### config.mk
export PLATFORM = sky130hd
export DESIGN_NAME = sms_bus_responder
export DESIGN_NICKNAME = d
export VERILOG_FILES = /design/src/rtl/sms_bus_responder_pkg.sv /design/src/rtl/sms_bus_responder_mapper_regs.sv /design/src/rtl/sms_bus_responder.sv
export SDC_FILE = /design/constraint.sdc
export NUM_CORES = 1
export LEC_CHECK = 0
export CORE_MARGIN = 3
export CORE_UTILIZATION = 51
export DETAILED_ROUTE_END_ITERATION = 10
export DONT_BUFFER_PORTS = 1
export MAX_ROUTING_LAYER = met4
export PLACE_DENSITY_LB_ADDON = 0.2
export SYNTH_ARGS = -nofsm -noshare
export SYNTH_HDL_FRONTEND = slang
export SYNTH_HIERARCHICAL = 1
export SYNTH_SLANG_ARGS = --single-unit
### constraint.sdc
create_clock -name CLK -period 2.6 [get_ports CLK]
set_clock_uncertainty 0.2 [all_clocks]
set_input_delay 0.39 -clock CLK [delete_from_list [all_inputs] [get_ports CLK]]
set_output_delay 0.39 -clock CLK [all_outputs]
set_load 0.02 [all_outputs]
### src/rtl/sms_bus_responder_pkg.sv
// Shared definitions for the Sega-mapper bus responder.
// Covers FSM state codes, backend select codes, mapper register addresses and region bounds.
package sms_bus_responder_pkg;

    typedef enum logic [1:0] {
        ST_IDLE   = 2'd0,
        ST_ACCESS = 2'd1,
        ST_DONE   = 2'd2
    } state_e;

    localparam logic [1:0] SEL_ROM    = 2'd0;
    localparam logic [1:0] SEL_SYSRAM = 2'd1;
    localparam logic [1:0] SEL_CART   = 2'd2;

    localparam logic [15:0] MAP_CTRL  = 16'hFFFC;
    localparam logic [15:0] MAP_SLOT0 = 16'hFFFD;
    localparam logic [15:0] MAP_SLOT1 = 16'hFFFE;
    localparam logic [15:0] MAP_SLOT2 = 16'hFFFF;

    // First address past the unpaged low ROM window.
    localparam logic [15:0] FIXED_TOP = 16'h0400;

    localparam logic [1:0] REGION_SLOT0 = 2'b00;
    localparam logic [1:0] REGION_SLOT1 = 2'b01;
    localparam logic [1:0] REGION_SLOT2 = 2'b10;
    localparam logic [1:0] REGION_RAM   = 2'b11;

endpackage

### src/rtl/sms_bus_responder_mapper_regs.sv
// Sega mapper control/slot registers and core-address to physical-address decode.
// Decode is combinational (0 cycles); register writes take effect on the next clock.
// No flow control: the write port is a single-cycle enable.
module sms_mapper_regs #(
    parameter int PAGE_BITS = 8
) (
    input  logic                   clk,
    input  logic                   rst,
    input  logic                   wr_en,
    input  logic [1:0]             wr_idx,
    input  logic [7:0]             wr_data,
    input  logic [15:0]            addr,
    output logic [1:0]             sel,
    output logic [PAGE_BITS+13:0]  phys_addr
);
    import sms_bus_responder_pkg::*;

    localparam int AW = PAGE_BITS + 14;

    // Only ctrl[3] (cart RAM enable) and ctrl[2] (cart RAM bank) affect decode.
    logic                 ram_en_q, ram_en_d;
    logic                 ram_bank_q, ram_bank_d;
    logic [PAGE_BITS-1:0] slot0_q, slot0_d;
    logic [PAGE_BITS-1:0] slot1_q, slot1_d;
    logic [PAGE_BITS-1:0] slot2_q, slot2_d;

    always_comb begin
        ram_en_d   = ram_en_q;
        ram_bank_d = ram_bank_q;
        slot0_d    = slot0_q;
        slot1_d    = slot1_q;
        slot2_d    = slot2_q;
        if (wr_en) begin
            case (wr_idx)
                2'd0: begin
                    ram_en_d   = wr_data[3];
                    ram_bank_d = wr_data[2];
                end
                2'd1:    slot0_d = PAGE_BITS'(wr_data);
                2'd2:    slot1_d = PAGE_BITS'(wr_data);
                default: slot2_d = PAGE_BITS'(wr_data);
            endcase
        end
    end

    always_ff @(posedge clk) begin
        if (rst) begin
            ram_en_q   <= 1'b0;
            ram_bank_q <= 1'b0;
            slot0_q    <= PAGE_BITS'(0);
            slot1_q    <= PAGE_BITS'(1);
            slot2_q    <= PAGE_BITS'(2);
        end else begin
            ram_en_q   <= ram_en_d;
            ram_bank_q <= ram_bank_d;
            slot0_q    <= slot0_d;
            slot1_q    <= slot1_d;
            slot2_q    <= slot2_d;
        end
    end

    always_comb begin
        sel       = SEL_ROM;
        phys_addr = '0;
        if (addr < FIXED_TOP) begin
            phys_addr = AW'(addr[13:0]);
        end else begin
            case (addr[15:14])
                REGION_SLOT0: phys_addr = {slot0_q, addr[13:0]};
                REGION_SLOT1: phys_addr = {slot1_q, addr[13:0]};
                REGION_SLOT2: begin
                    if (ram_en_q) begin
                        sel       = SEL_CART;
                        phys_addr = AW'({ram_bank_q, addr[13:0]});
                    end else begin
                        phys_addr = {slot2_q, addr[13:0]};
                    end
                end
                default: begin
                    // 8 KB system RAM, mirrored across C000-FFFF.
                    sel       = SEL_SYSRAM;
                    phys_addr = AW'(addr[12:0]);
                end
            endcase
        end
    end

endmodule

### src/rtl/sms_bus_responder.sv
// Core data-bus target: decodes requests, applies the mapper, forwards to memory or I/O backends.
// Latency: 3 cycles minimum (request, one ACCESS with ack, DONE); ROM writes complete in 2.
// Backpressure: D_wait stalls the core until backend ack or TIMEOUT_CYC cycles elapse.
module sms_bus_responder #(
    parameter int TIMEOUT_CYC = 64,
    parameter int PAGE_BITS   = 8
) (
    input  logic                  CLK,
    input  logic                  RST,
    input  logic [15:0]           D_addr,
    input  logic [7:0]            D_data_out,
    input  logic                  MREQ,
    input  logic                  IORQ,
    input  logic                  RD,
    input  logic                  WR,
    output logic [7:0]            D_data_in,
    output logic                  D_wait,
    output logic                  M_req,
    output logic                  M_we,
    output logic [1:0]            M_sel,
    output logic [PAGE_BITS+13:0] M_addr,
    output logic [7:0]            M_wdata,
    input  logic [7:0]            M_rdata,
    input  logic                  M_ack,
    output logic                  P_req,
    output logic                  P_we,
    output logic [7:0]            P_addr,
    output logic [7:0]            P_wdata,
    input  logic [7:0]            P_rdata,
    input  logic                  P_ack,
    output logic                  bus_err
);
    import sms_bus_responder_pkg::*;

    localparam int CNT_W = $clog2(TIMEOUT_CYC + 1);

    state_e                 state_q, state_d;
    logic                   is_mem_q, is_mem_d;
    logic                   is_wr_q, is_wr_d;
    logic [15:0]            addr_q, addr_d;
    logic                   m_req_q, m_req_d;
    logic                   m_we_q, m_we_d;
    logic [1:0]             m_sel_q, m_sel_d;
    logic [PAGE_BITS+13:0]  m_addr_q, m_addr_d;
    logic [7:0]             m_wdata_q, m_wdata_d;
    logic                   p_req_q, p_req_d;
    logic                   p_we_q, p_we_d;
    logic [7:0]             p_addr_q, p_addr_d;
    logic [7:0]             p_wdata_q, p_wdata_d;
    logic [7:0]             d_data_in_q, d_data_in_d;
    logic                   bus_err_q, bus_err_d;
    logic [CNT_W-1:0]       tmo_cnt_q, tmo_cnt_d;

    logic                   req_present;
    logic                   map_wr_en;
    logic [1:0]             map_sel;
    logic [PAGE_BITS+13:0]  map_addr;
    logic                   ack;
    logic [7:0]             rdata;

    assign req_present = (MREQ | IORQ) & (RD | WR);
    assign ack         = is_mem_q ? M_ack : P_ack;
    assign rdata       = is_mem_q ? M_rdata : P_rdata;
    // Mapper registers commit at the end of DONE so the new paging applies from the next IDLE.
    assign map_wr_en   = (state_q == ST_DONE) & is_mem_q & is_wr_q & (addr_q >= MAP_CTRL);

    sms_mapper_regs #(.PAGE_BITS(PAGE_BITS)) u_mapper (
        .clk       (CLK),
        .rst       (RST),
        .wr_en     (map_wr_en),
        .wr_idx    (addr_q[1:0]),
        .wr_data   (m_wdata_q),
        .addr      (D_addr),
        .sel       (map_sel),
        .phys_addr (map_addr)
    );

    always_comb begin
        state_d     = state_q;
        is_mem_d    = is_mem_q;
        is_wr_d     = is_wr_q;
        addr_d      = addr_q;
        m_req_d     = m_req_q;
        m_we_d      = m_we_q;
        m_sel_d     = m_sel_q;
        m_addr_d    = m_addr_q;
        m_wdata_d   = m_wdata_q;
        p_req_d     = p_req_q;
        p_we_d      = p_we_q;
        p_addr_d    = p_addr_q;
        p_wdata_d   = p_wdata_q;
        d_data_in_d = 8'hFF;
        bus_err_d   = 1'b0;
        tmo_cnt_d   = tmo_cnt_q;
        case (state_q)
            ST_IDLE: begin
                if (req_present) begin
                    addr_d   = D_addr;
                    is_mem_d = MREQ;
                    is_wr_d  = WR;
                    if (MREQ && WR && map_sel == SEL_ROM) begin
                        state_d = ST_DONE;
                    end else if (MREQ) begin
                        m_req_d   = 1'b1;
                        m_we_d    = WR;
                        m_sel_d   = map_sel;
                        m_addr_d  = map_addr;
                        m_wdata_d = D_data_out;
                        tmo_cnt_d = '0;
                        state_d   = ST_ACCESS;
                    end else begin
                        p_req_d   = 1'b1;
                        p_we_d    = WR;
                        p_addr_d  = D_addr[7:0];
                        p_wdata_d = D_data_out;
                        tmo_cnt_d = '0;
                        state_d   = ST_ACCESS;
                    end
                end
            end
            ST_ACCESS: begin
                if (ack) begin
                    m_req_d     = 1'b0;
                    p_req_d     = 1'b0;
                    d_data_in_d = is_wr_q ? 8'hFF : rdata;
                    state_d     = ST_DONE;
                end else if (tmo_cnt_q == CNT_W'(TIMEOUT_CYC - 1)) begin
                    m_req_d   = 1'b0;
                    p_req_d   = 1'b0;
                    bus_err_d = 1'b1;
                    state_d   = ST_DONE;
                end else begin
                    tmo_cnt_d = tmo_cnt_q + CNT_W'(1);
                end
            end
            default: state_d = ST_IDLE;
        endcase
    end

    always_ff @(posedge CLK) begin
        if (RST) begin
            state_q     <= ST_IDLE;
            is_mem_q    <= 1'b0;
            is_wr_q     <= 1'b0;
            addr_q      <= '0;
            m_req_q     <= 1'b0;
            m_we_q      <= 1'b0;
            m_sel_q     <= SEL_ROM;
            m_addr_q    <= '0;
            m_wdata_q   <= '0;
            p_req_q     <= 1'b0;
            p_we_q      <= 1'b0;
            p_addr_q    <= '0;
            p_wdata_q   <= '0;
            d_data_in_q <= 8'hFF;
            bus_err_q   <= 1'b0;
            tmo_cnt_q   <= '0;
        end else begin
            state_q     <= state_d;
            is_mem_q    <= is_mem_d;
            is_wr_q     <= is_wr_d;
            addr_q      <= addr_d;
            m_req_q     <= m_req_d;
            m_we_q      <= m_we_d;
            m_sel_q     <= m_sel_d;
            m_addr_q    <= m_addr_d;
            m_wdata_q   <= m_wdata_d;
            p_req_q     <= p_req_d;
            p_we_q      <= p_we_d;
            p_addr_q    <= p_addr_d;
            p_wdata_q   <= p_wdata_d;
            d_data_in_q <= d_data_in_d;
            bus_err_q   <= bus_err_d;
            tmo_cnt_q   <= tmo_cnt_d;
        end
    end

    assign D_wait    = req_present & (state_q != ST_DONE);
    assign D_data_in = d_data_in_q;
    assign M_req     = m_req_q;
    assign M_we      = m_we_q;
    assign M_sel     = m_sel_q;
    assign M_addr    = m_addr_q;
    assign M_wdata   = m_wdata_q;
    assign P_req     = p_req_q;
    assign P_we      = p_we_q;
    assign P_addr    = p_addr_q;
    assign P_wdata   = p_wdata_q;
    assign bus_err   = bus_err_q;

endmodule

## Word level (Yosys, flattened, before mapping)

Index checks and enable logic that the tools add are counted.

- Memories: 0
- Memory bits (writable): 0
- Output and inout port bits: 62
- Memory bits (read-only): 0
- Bits in latches: 0
- Logic and storage cells: 102
- Register bits: 114
- Input port bits: 48

- Shift-type cells: 0
- Eq/ne operators: 15
- Reductions and logical operators: 22
- $add $sub $neg: 1
- Muxes and demuxes: 29
- $mul: 0
- Divide/modulo/power cells: 0
- Order comparisons: 2
- Bitwise gates (word level): 12

Operators with widths:

| operator | number |
|---|---|
| $pmux W22 S3 | 1 |
| $mux W22 | 2 |
| $mux W7 | 4 |
| $ge A16 B16 Y1 const B | 1 |
| $lt A16 B11 Y1 const B | 1 |
| $reduce_and A5 Y1 | 3 |
| $ne A2 B2 Y1 const B | 7 |
| $pmux W7 S2 | 1 |
| $mux W2 | 6 |
| $reduce_and A2 Y1 | 6 |
| $mux W1 | 10 |
| $logic_not A2 Y1 | 4 |
| $mux W8 | 1 |
| $pmux W2 S2 | 2 |
| $reduce_and A4 Y1 | 2 |
| $add A7 B1 Y7 const B | 1 |
| $eq A7 B6 Y1 const B | 1 |
| $eq A2 B1 Y1 const B | 3 |
| $eq A2 B2 Y1 const B | 3 |
| $reduce_or A3 Y1 | 2 |
| $and A1 B1 Y1 | 5 |
| $not A1 Y1 | 5 |
| $pmux W1 S2 | 2 |
| $reduce_or A4 Y1 | 1 |
| other kinds (5) | 7 |

## Longest topological paths before layout

- Depth in word-level cells: 9
- Depth in mapped cells: 9
- Depth with buffers taken out: 7

## Hierarchy

Netlist, hierarchy kept.

Modules (own cells, without submodules):

| module | times used | cells an instance | seq. area each (um^2) | area an instance (um^2) |
|---|---|---|---|---|
| sms_bus_responder | 1 | 400 | 1,761.7 | 3,387.0 |
| sms_mapper_regs | 1 | 155 | 520.5 | 1,303.8 |

## Worst setup path before layout

No wires, ideal clock.

- Path kind: register -> register
- From: register is_mem_q
- To: register u_mapper.ram_bank_q
- Setup time: 0.128 ns
- Buffers on the path: 1
- Stages on the path, launching flop included: 7
- Required time: 2.272 ns
- Data arrival time: 1.978 ns
- Clock period less this slack: 2.306 ns
- Slack: 0.294 ns
- Cell sequence: dfxtp_1 -> buf_1 -> nand4_1 -> nor4_1 -> nor3b_1 -> mux2i_1 -> nor2_1

- Cells in the longest elaborated chain, start to end: 4

Ends and longest elaborated chain:

| item | RTL line | text |
|---|---|---|
| start, declared | sms_bus_responder.sv:38 | `logic is_mem_q, is_mem_d;` |
| start signal, assigned | sms_bus_responder.sv:160 | `is_mem_q <= is_mem_d;` |
| $and A1 B1 Y1 (3 in series) | sms_bus_responder.sv:65 | `assign map_wr_en = (state_q == ST_DONE) & is_mem_q & is_wr_q & (addr_q >= MAP_CTRL);` |
| via map_wr_en | sms_bus_responder.sv:55 | `logic map_wr_en;` |
| $reduce_and A2 Y1 (no source line) | n/a |  |
| end signal, assigned | sms_bus_responder_mapper_regs.sv:55 | `ram_bank_q <= ram_bank_d;` |
| end, declared | sms_bus_responder_mapper_regs.sv:22 | `logic ram_bank_q, ram_bank_d;` |

The timed path passes the listed nets, and every way through them passes these cells.
A chain may end at the register's enable or synchronous reset.

## Worst setup path in the final report

- From: register u_mapper.ram_en_q
- To: register m_addr_q[18] (netlist: M_addr[18])

- Cells in the longest elaborated chain, start to end: 7
- Elaborated cells on any way between the ends: 10
- Classes of those cells: mux: 6; bitwise: 1; reduce/logical: 3

Ends and longest elaborated chain:

| item | RTL line | text |
|---|---|---|
| start, declared | sms_bus_responder_mapper_regs.sv:21 | `logic ram_en_q, ram_en_d;` |
| start signal, assigned | sms_bus_responder_mapper_regs.sv:54 | `ram_en_q <= ram_en_d;` |
| $mux W2 | sms_bus_responder_mapper_regs.sv:72 | `if (ram_en_q) begin` |
| $pmux W2 S2 | sms_bus_responder_mapper_regs.sv:68 | `case (addr[15:14])` |
| $mux W2 | sms_bus_responder_mapper_regs.sv:65 | `if (addr < FIXED_TOP) begin` |
| via map_sel[1] | sms_bus_responder.sv:56 | `logic [1:0] map_sel;` |
| $logic_not A2 Y1 | sms_bus_responder.sv:101 | `if (MREQ && WR && map_sel == SEL_ROM) begin` |
| $logic_and A1 B1 Y1 | sms_bus_responder.sv:101 |  |
| $not A1 Y1 (no source line) | n/a |  |
| $reduce_and A4 Y1 (no source line) | n/a |  |
| end signal, assigned | sms_bus_responder.sv:166 | `m_addr_q <= m_addr_d;` |
| end, declared | sms_bus_responder.sv:44 | `logic [PAGE_BITS+13:0] m_addr_q, m_addr_d;` |

The timed path passes the listed nets, and every way through them passes these cells.

==> summary.txt <==
Outcome: finished, final reports clean
Lkg Pwr: 2.234 nW
Met3 wire length: 1020 um
Nets@finish: 635
Port bufs: 0
Post-Place Setup Slack: 294.3 ps
Clock Tree Buf Depth: 2
Total negative slack: 0 ps
Largest net degree at the start of global routing: 100
Mapped Cells: 555
Worst skew pair latency: 520 ps
Synth top area cells: dfxtp_1 (49%), nand2_1 (11%), a21oi_1 (8.9%)
Worst setup EP type: flip-flop
Yosys top cell area share: 48.65%
EDFF count, synth: 0
Hold Vio Cnt, Final: 0
Final HPWL DP: 7578 um
Remaining DRCs: 0
Core area: 0.008848 sq mm
CP startpoint: u_mapper/ram_en_q
Global-route wire length before repair: 19760 um
Rel. slew slack: 44.76%
Setup crit end: M_addr[18]
Minimum clock period: 2382 ps
Worst slew pin tran: 826.0 ps
Flops & latches, synth: 114
Top Layer Used: met4
Met2 wire len: 6050 um
Initial core utilization: 53.01%
Area Overhead vs Synth: 23.74%
Layout cells sized above 1: 9.516%
Fmax: 0.4198 GHz
Worst vdd ir: 0.4658 mV
Clock sink total: 114
Via count: 4045
Worst r2r path cells: 7
Vias/cell: 5.721
CTS tree: done
Diode count: 0
R2R Setup Slk: 220 ps
Chip Height: 101.9 um
Std-Cell Rows: 34
Layout Cells excl Fill: 707
Worst R2R Start: u_mapper/ram_en_q
Final setup viols: 0
Grt total ovfl: 0
Post-synth top area cell: dfxtp_1
RSZ-0062 raised after global routing: no
CP max FO: 24
Critical Path, Cell by Cell: and2_1, nand4bb_1, nand4_2, buf_12, nand2_1, a21oi_1, dlygate4sd3_1
Overall power: 4.779 mW
CTS buffer count: 17
H-tree levels: 4
CP max-delay cell: dlygate4sd3_1
Worst setup path class: reg -> reg
Slew Limit Fails: 0
DRT antenna net count: 0
Post-synth ARST share: 0%
Synthesized cell area: 0.004691 sq mm
Die X: 101.9 um
Clk slew on worst S/H paths: 60 ps
Routability cong.: 0.8044
CP max stage delay: 570 ps
Synth warn: 6
I/O pin cnt: 110
1st-iter DRT viols: 257
Dpl cells: 623
Max Cap Viol: 0
Final wirelength: 12540 um
Post-CTS resize count: 0
Reg2reg end: M_addr[18]
Crit path DAT: 2580 ps
Drt first pass iters: 5
Synth Flop Type: dfxtp_1
Sequential element share of the synthesized area: 48.65%
Total GRT Usage: 25.28%
Initial antenna violation count: 0
Syn_area_per_cell: 8.452 sq um
Cell variety after synth: 52
Period utilization: 91.62%
Clk root buf: clkbuf_8
Per-cell routed wire length: 17.74 um
Via count of the first global-routing pass: 3990
Worst Slack Setup Final: 217.9 ps
Final core occ: 65.60%
Syn nets: 604
Power Dens Cells: 823.4 mW/mm^2
Required @ worst endpoint: 2800 ps
Hold WC Path Type: in -> reg
Setup crit start kind: flip-flop
Die Footprint: 0.01038 sq mm
Met1 wire length: 5261 um
==> per-stage QoR <==
step	area [sq um]	hold WS [ps]
3_3_place_gp	4637	234.6
5_1_grt	5804	43.83
4_1_cts	5782	17.29
3_5_place_dp	4637	237.2
2_1_floorplan	4691	224.9
6_report	5804	33.50
==> Yosys cell counts, types with 3 or more instances <==
| cell type | count |
|---|---|
| a21o_1 | 3 |
| nand3_1 | 39 |
| nor2_1 | 25 |
| buf_2 | 8 |
| a31oi_1 | 8 |
| nand3b_1 | 4 |
| o211ai_1 | 3 |
| and3_1 | 3 |
| a211o_1 | 3 |
| mux2i_1 | 27 |
| buf_4 | 19 |
| nand2_1 | 137 |
| inv_1 | 5 |
| a21oi_1 | 83 |
| nor3_1 | 4 |
| nor3b_1 | 10 |
| nand4_1 | 3 |
| dfxtp_1 | 114 |
| clkbuf_1 | 17 |
==> worst max-delay path: cells and delay by family, from the launching register on <==
family / cells / cell delay, ps
DFF: 1 / 380
and+or+nand+nor: 4 / 770
buffers and inverters: 2 / 860
AOI/OAI and AO/OA: 1 / 60
==> layout make-up <==
| type | count | area (sq um) |
|---|---|---|
| Clock buffer | 20 | 445.4 |
| Fill cell | 756 | 3044 |
| Multi-Input combinational cell | 389 | 2123 |
| Inverter | 5 | 18.77 |
| Clock inverter | 12 | 181.4 |
| Timing Repair Buffer | 59 | 618.1 |
| Sequential cell | 114 | 2282 |
| Tap cell | 108 | 135.1 |
==> cell families after synthesis <==
logic type	synth area share, %
and+or+nand+nor	24.51
DFF	48.65
AOI/OAI and AO/OA	14.06
buffers and inverters	6.215
muxes	6.295
adders and majority gates	0.2667
==> layout by cell type (no fill, tap or decap), types with 4 or more instances in the layout <==
master         synthesis  layout
nand2_1              137     137
dfxtp_1              114     114
a21oi_1               83      83
dlygate4sd3_1          0      47
nand3_1               39      39
mux2i_1               27      27
nor2_1                25      25
clkbuf_16              0      16
nor3b_1               10      10
a31oi_1                8       8
buf_4                 19       8
inv_1                  5       5
nand3b_1               4       4
nor3_1                 4       4
clkinvlp_4             0       4
bufinv_16              0       4
==> metal layers <==
| metal | vias to the layer above | GRT usage (%) |
|---|---|---|
| met3 | 26 | 7.372 |
| met2 | 152 | 40.19 |
| met1 | 1908 | 30.42 |
| met4 | 0 | 9.687 |
| met5 | - | - |
| li1 | 1959 | - |
==> worst min path at each step <==
stage,startpoint,endpoint,cells past startpoint
detailed placement,tmo_cnt_q[6],tmo_cnt_q[6],1
floorplan,tmo_cnt_q[6],tmo_cnt_q[6],1
finish,MREQ,M_req,2
global placement,addr_q[11],addr_q[11],2
global route,MREQ,M_req,2
CTS,MREQ,M_req,2
==> power by group <==
group          internal (mW)  switching (mW)  leakage, nW
registers               1.82           0.119        0.926
clock network           1.61           0.807        0.293
logic                  0.180           0.243         1.01
==> sequential cells by signal, indices dropped and copies added (netlist names), 7 cells and up <==
name              cells
M_addr               22
addr_q               16
P_wdata               8
tmo_cnt_q             7
D_data_in             8
M_wdata               8
u_mapper/slot0_q      8
u_mapper/slot2_q      8
P_addr                8
u_mapper/slot1_q      8
==> repair_timing <==
action / CTS / global route
setup buffers: 0 / 3
setup endpoints to repair: 0 / 2
endpoints found under the hold margin: 109 / 0
hold buffers: 49 / 0
Power figures use the tool's default switching activity.
